**config.mk**
```make
export PLATFORM = sky130hd
export DESIGN_NAME = cdb_arbiter
export DESIGN_NICKNAME = d
export VERILOG_FILES = /design/src/rtl/cdb_arbiter.sv
export SDC_FILE = /design/constraint.sdc
export NUM_CORES = 1
export LEC_CHECK = 0
export ABC_AREA = 0
export BUFFER_PORTS_ARGS = -buffer_cell sky130_fd_sc_hd__buf_4
export CAP_MARGIN = 10
export CORE_AREA = 2 2 91 93
export CTS_CLUSTER_DIAMETER = 200
export DETAILED_ROUTE_END_ITERATION = 8
export DIE_AREA = 0 0 93 95
export PLACE_DENSITY = 0.92
export SETUP_SLACK_MARGIN = 0.5
export SLEW_MARGIN = 0
export SYNTH_ARGS = -nofsm -noshare
export SYNTH_HDL_FRONTEND = slang
export SYNTH_SLANG_ARGS = --single-unit
```
**constraint.sdc**
```tcl
create_clock -name clk -period 3.06 [get_ports clk]
set_input_delay 0.612 -clock clk [delete_from_list [all_inputs] [get_ports clk]]
set_output_delay 0.612 -clock clk [all_outputs]
set_load 0.01 [all_outputs]
```
**src/rtl/cdb_arbiter.sv**
```systemverilog
`default_nettype none
// ============================================================================
//  Module   : cdb_arbiter
//  Purpose  : Shares the common data bus among NUM_EXU execution units.
//             Combinational one-hot grant over the exu req/rdy handshake,
//             registered single-cycle CDB broadcast (wr/tag/wdata/inst_id).
//             Default arbitration is round-robin; defining the macro
//             CDB_AGE_PRIO_EN switches to oldest-in-program-order priority
//             relative to rob_head (ties go to the lowest index).
//  Revision : 1.0 - initial release
// ============================================================================
module cdb_arbiter #(
    parameter int NUM_EXU   = 4,
    parameter int TAG_W     = 4,
    parameter int ROB_DEPTH = 16,
    parameter int ROB_PTR_W = $clog2(ROB_DEPTH)
) (
    input  logic                         clk,
    input  logic                         rst_n,
    input  logic                         flush,
    input  logic [ROB_PTR_W-1:0]         rob_head,
    input  logic [NUM_EXU-1:0]           exu_req,
    output logic [NUM_EXU-1:0]           exu_rdy,
    input  logic [NUM_EXU*TAG_W-1:0]     exu_tag,
    input  logic [NUM_EXU*32-1:0]        exu_wdata,
    input  logic [NUM_EXU*ROB_PTR_W-1:0] exu_inst_id,
    output logic                         cdb_wr,
    output logic [TAG_W-1:0]             cdb_tag,
    output logic [31:0]                  cdb_wdata,
    output logic [ROB_PTR_W-1:0]         cdb_inst_id
);

    localparam int c_idx_w = (NUM_EXU > 1) ? $clog2(NUM_EXU) : 1;

    // Winner of this cycle's arbitration, before flush gating
    logic                 w_found;
    logic [c_idx_w-1:0]   w_sel_idx;
    logic [NUM_EXU-1:0]   w_grant;
    logic                 w_xfer;
    logic [TAG_W-1:0]     w_sel_tag;
    logic [31:0]          w_sel_wdata;
    logic [ROB_PTR_W-1:0] w_sel_inst_id;

    logic                 r_cdb_wr;
    logic [TAG_W-1:0]     r_cdb_tag;
    logic [31:0]          r_cdb_wdata;
    logic [ROB_PTR_W-1:0] r_cdb_inst_id;

`ifdef CDB_AGE_PRIO_EN

    localparam int                 c_age_w     = ROB_PTR_W + 1;
    localparam logic [c_age_w-1:0] c_rob_depth = c_age_w'(ROB_DEPTH);

    // Distance of each requester from the commit pointer, modulo ROB_DEPTH
    logic [c_age_w-1:0] w_age [NUM_EXU];
    logic [c_age_w-1:0] w_best_age;

    for (genvar gi = 0; gi < NUM_EXU; gi++) begin : g_age
        logic [c_age_w-1:0] w_diff;
        // Bias by ROB_DEPTH so the subtraction never goes negative
        assign w_diff = {1'b0, exu_inst_id[gi*ROB_PTR_W +: ROB_PTR_W]}
                      + c_rob_depth - {1'b0, rob_head};
        assign w_age[gi] = (w_diff >= c_rob_depth) ? (w_diff - c_rob_depth) : w_diff;
    end

    // Pick the smallest age; strict compare keeps the lowest index on ties
    always_comb begin
        w_found    = 1'b0;
        w_sel_idx  = '0;
        w_best_age = '0;
        for (int i = 0; i < NUM_EXU; i++) begin
            if (exu_req[i] && (!w_found || (w_age[i] < w_best_age))) begin
                w_found    = 1'b1;
                w_best_age = w_age[i];
                w_sel_idx  = c_idx_w'(i);
            end
        end
    end

`else

    localparam logic [c_idx_w-1:0] c_last_idx = c_idx_w'(NUM_EXU - 1);

    logic [c_idx_w-1:0] r_rr_ptr;
    logic               w_unused_rob_head;

    // rob_head only matters for age-based priority
    assign w_unused_rob_head = ^rob_head;

    // Index reached after stepping k places past base, wrapping at NUM_EXU
    function automatic logic [c_idx_w-1:0] rr_index(input logic [c_idx_w-1:0] base,
                                                    input int                 k);
        int sum;
        sum = int'(base) + k;
        if (sum >= NUM_EXU) begin
            sum = sum - NUM_EXU;
        end
        return c_idx_w'(sum);
    endfunction

    // First requester at or after the round-robin pointer wins
    always_comb begin
        w_found   = 1'b0;
        w_sel_idx = '0;
        for (int k = 0; k < NUM_EXU; k++) begin
            if (!w_found && exu_req[rr_index(r_rr_ptr, k)]) begin
                w_found   = 1'b1;
                w_sel_idx = rr_index(r_rr_ptr, k);
            end
        end
    end

    // Pointer moves just past the EXU that completed a transfer
    always_ff @(posedge clk or negedge rst_n) begin
        if (!rst_n) begin
            r_rr_ptr <= '0;
        end else if (w_xfer) begin
            r_rr_ptr <= (w_sel_idx == c_last_idx) ? '0 : (w_sel_idx + 1'b1);
        end
    end

`endif

    // A flush squashes the grant so no EXU believes its result was taken
    assign w_xfer = w_found && !flush;

    // One-hot grant vector driven straight back to the EXUs
    always_comb begin
        w_grant = '0;
        if (w_xfer) begin
            w_grant[w_sel_idx] = 1'b1;
        end
    end

    assign exu_rdy = w_grant;

    assign w_sel_tag     = exu_tag[int'(w_sel_idx)*TAG_W +: TAG_W];
    assign w_sel_wdata   = exu_wdata[int'(w_sel_idx)*32 +: 32];
    assign w_sel_inst_id = exu_inst_id[int'(w_sel_idx)*ROB_PTR_W +: ROB_PTR_W];

    // Broadcast register: valid pulses per transfer, payload holds otherwise
    always_ff @(posedge clk or negedge rst_n) begin
        if (!rst_n) begin
            r_cdb_wr      <= 1'b0;
            r_cdb_tag     <= '0;
            r_cdb_wdata   <= '0;
            r_cdb_inst_id <= '0;
        end else begin
            r_cdb_wr <= w_xfer;
            if (w_xfer) begin
                r_cdb_tag     <= w_sel_tag;
                r_cdb_wdata   <= w_sel_wdata;
                r_cdb_inst_id <= w_sel_inst_id;
            end
        end
    end

    assign cdb_wr      = r_cdb_wr;
    assign cdb_tag     = r_cdb_tag;
    assign cdb_wdata   = r_cdb_wdata;
    assign cdb_inst_id = r_cdb_inst_id;

endmodule
`default_nettype wire

```
==> impl_metrics.toml <==
[logic_synthesis]
yosysSeqAreaShare = 0.294
ys_types = 27
avgSynthCellArea_um2 = 10.3
synth-seq-cells = 43
synth_top_area_frac = 0.294
yosys.area.top_type = "dfrtp_1"
synthesis.nets = 528
netlist_area_um2 = 3650
yosysWarnings = 0
synthCells = 356
ys_top_cells_by_area = "dfrtp_1 (29%), a211oi_2 (27%), and3_1 (14%), o31ai_2 (14%), nand2_1 (4.5%)"

[sta]
fin_skew_ps = 3.21
drv_slew = 0
rsz0062_at_grt = "no"
fin_setup_tns_ps = 0
timing.fmax_ghz = 0.399
worst_pin_slew_ps = 709
fin_ws_ps = 553
fin_crit_sh = 0.819
relSlewSlack = 0.527
timing.final.crit_period_ps = 2510
hold_viol = 0
finalSetupViolations = 0

[global_route]
grt_usage = 0.244
grt_max_degree = 81
busiest_layer = "met2"
grt.met3_usage = 0.0463
grt.overflow.total = 0
use_met2 = 0.456
grt_use_met1 = 0.281
grt_pass1_wl_mm = 17.4
grt_pass1_vias = 3677
antenna_found_initial = 0

[pwr]
total_power_mw = 3.95
switching_share = 0.444
seq_power_share = 0.242
clock_power_share = 0.101
p_sw_mw = 1.75
leakagePower_nw = 2.51
p_int_mw = 2.20
p_comb_frac = 0.657
peakVddDrop_v = 0.000464
power_density_nw_per_um2 = 736

[cts]
clock_sinks = 43
cts_root_buf = "clkbuf_8"
ctsLongestPathBuffers = 2
cts_max_level = 2
numCtsBuffers = 5
cts_tree = "done"
clock_latency_ps = 290
cts.clk_slew.worst_paths_ps = 80
ctsHoldBuffers = 0

[floorplan]
core_area_um2 = 7930
die_area_um2 = 8840
ios = 216
chipWidth_um = 93
die_h_um = 95
placementRows = 33
start_util = 0.461

[finish]
layout.cells.non_filler = 647
area_growth_syn_to_layout_pct = 46.7
mostFrequentLayoutCell = "buf_4"
nets = 713
final_cell_mix = "buf_4 (220), and3_1 (80), a211oi_2 (80)"
diodes = 0
final_layout_size_suffix_gt1_frac = 0.659
layout.filler_cells = 619
multiInputGateArea_um2 = 2370
final_util = 0.676
regArea_um2 = 1080

[routing]
drc = 0
firstDrtPassIters = 4
wl_mm = 11.1
vias = 3573
final_antenna_net_count = 0
first_iter_violations = 122
vias_per_cell = 5.52
wl_per_cell_um = 17.1

[placed_design]
place_hpwl_mm = 7.83
place.gp.congestion = 0.769
io_buffers = 211
pre_cts_ws_ps = 342
dp_cells = 637

[setup_path]
path_cells = "buf_4, nor2b_1, or4_4, nand2_8, ha_1, and2_4, buf_4"
path_common_cell = "buf_4"
critPathMaxFanout = 3
cp_data_arrival_time_ps = 1890
cp-end-kind = "output pin"
cp_slowest_stage_delay_ps = 530
crit_required_ps = 2450
cp_slowest_cell = "or4_4"
cp-start-kind = "input pin"
timing.setup.critical_path_class = "in2out"

[min_path]
hold_path_class = "in2async"

[flow_run]
maxCapViolCount = 0

[outcome]
status = "complete, no violations"
## synth_stat cells
cell and n:
inv_2 1, a21oi_1 1, a211oi_1 2, inv_1 2, and3_1 80, buf_4 3, a211o_1 1, buf_6 5
clkbuf_1 19, a211oi_2 80, or4_1 1, ha_1 1, nand3_1 1, and2_1 1, a21boi_1 1, nor2_1 4
nor3_1 1, o31ai_2 40, nand2_8 1, a21o_1 2, nor2b_1 3, o21ai_0 1, o32ai_2 1, o21a_1 1
nand2_1 44, dfrtp_1 43, buf_2 16
## path summary, 6_finish.rpt
kind | end | slack (ps) | cells after the start | from
worst max register to register | cdb_inst_id[0]$_DFFE_PN0P_ | 870 | 6 | r_rr_ptr[0]$_DFFE_PN0P_
worst min-delay path | cdb_inst_id[1]$_DFFE_PN0P_ | 320 | 1 | rst_n
worst min register to register | cdb_wdata[30]$_DFFE_PN0P_ | 490 | 2 | cdb_wdata[30]$_DFFE_PN0P_
max in group asynchronous | r_rr_ptr[1]$_DFFE_PN0P_ | 2330 | 1 | rst_n
min in group clk | cdb_wdata[30]$_DFFE_PN0P_ | 490 | 2 | cdb_wdata[30]$_DFFE_PN0P_
worst max-delay path | exu_rdy[3] | 550 | 7 | exu_req[2]
## repair_timing
item | in CTS | in global routing
gates resized for setup | 2 | 3
cloned | 0 | 0
setup buffers | 2 | 0
hold endpoints to repair | 0 | 0
endpoints found under the setup margin | 1 | 2
pin swaps | 1 | 2
## area by class of cell
class / instances / share of cell area
well taps: 105 / 0.0245
clock buffers: 8 / 0.0187
inverters: 3 / 0.00257
repair buffers: 221 / 0.312
flip-flops and latches: 43 / 0.201
multi-input cells: 267 / 0.442
## metal layers
metal	vias up	part of all wire	wire [um]
met3	19	0.068	749
li1	1737	-	-
met5	-	0	0
met2	141	0.53	5860
met4	0	0.017	184
met1	1676	0.39	4270
## power groups by stage
stage,logic [mW],clock network [mW],registers (mW)
after floorplan,1.69,0,1.05
after global placement,2.50,0,0.948
after detailed placement,2.59,0,0.959
after CTS,2.61,0.412,0.951
after global routing,2.80,0.433,0.985
final,2.60,0.398,0.955
## flip-flops by register name (all words and copies together), names as in the netlist
name / count
cdb_inst_id: 4
cdb_tag: 4
cdb_wdata: 32
cdb_wr: 1
r_rr_ptr: 2
## cells by family after synthesis
family	count (synthesis)	synth area share
simple gates	136	0.203
compound gates	130	0.433
buf+inv	46	0.0661
flops	43	0.294
fa+ha+maj	1	0.00342
## metrics by stage
| step | hold WS (ps) | instance area [um^2] |
|---|---|---|
| finish | 317 | 5360 |
| global route | 353 | 5360 |
| CTS | 327 | 5350 |
| detailed placement | 472 | 5230 |
| global placement | 467 | 5230 |
| floorplan | 316 | 3650 |
## critical path: cells and delay by family
kind,cells,cell delay (ps)
simple gates,4,910
buf+inv,2,230
fa+ha+maj,1,150
(Power assumes the default switching activity.)
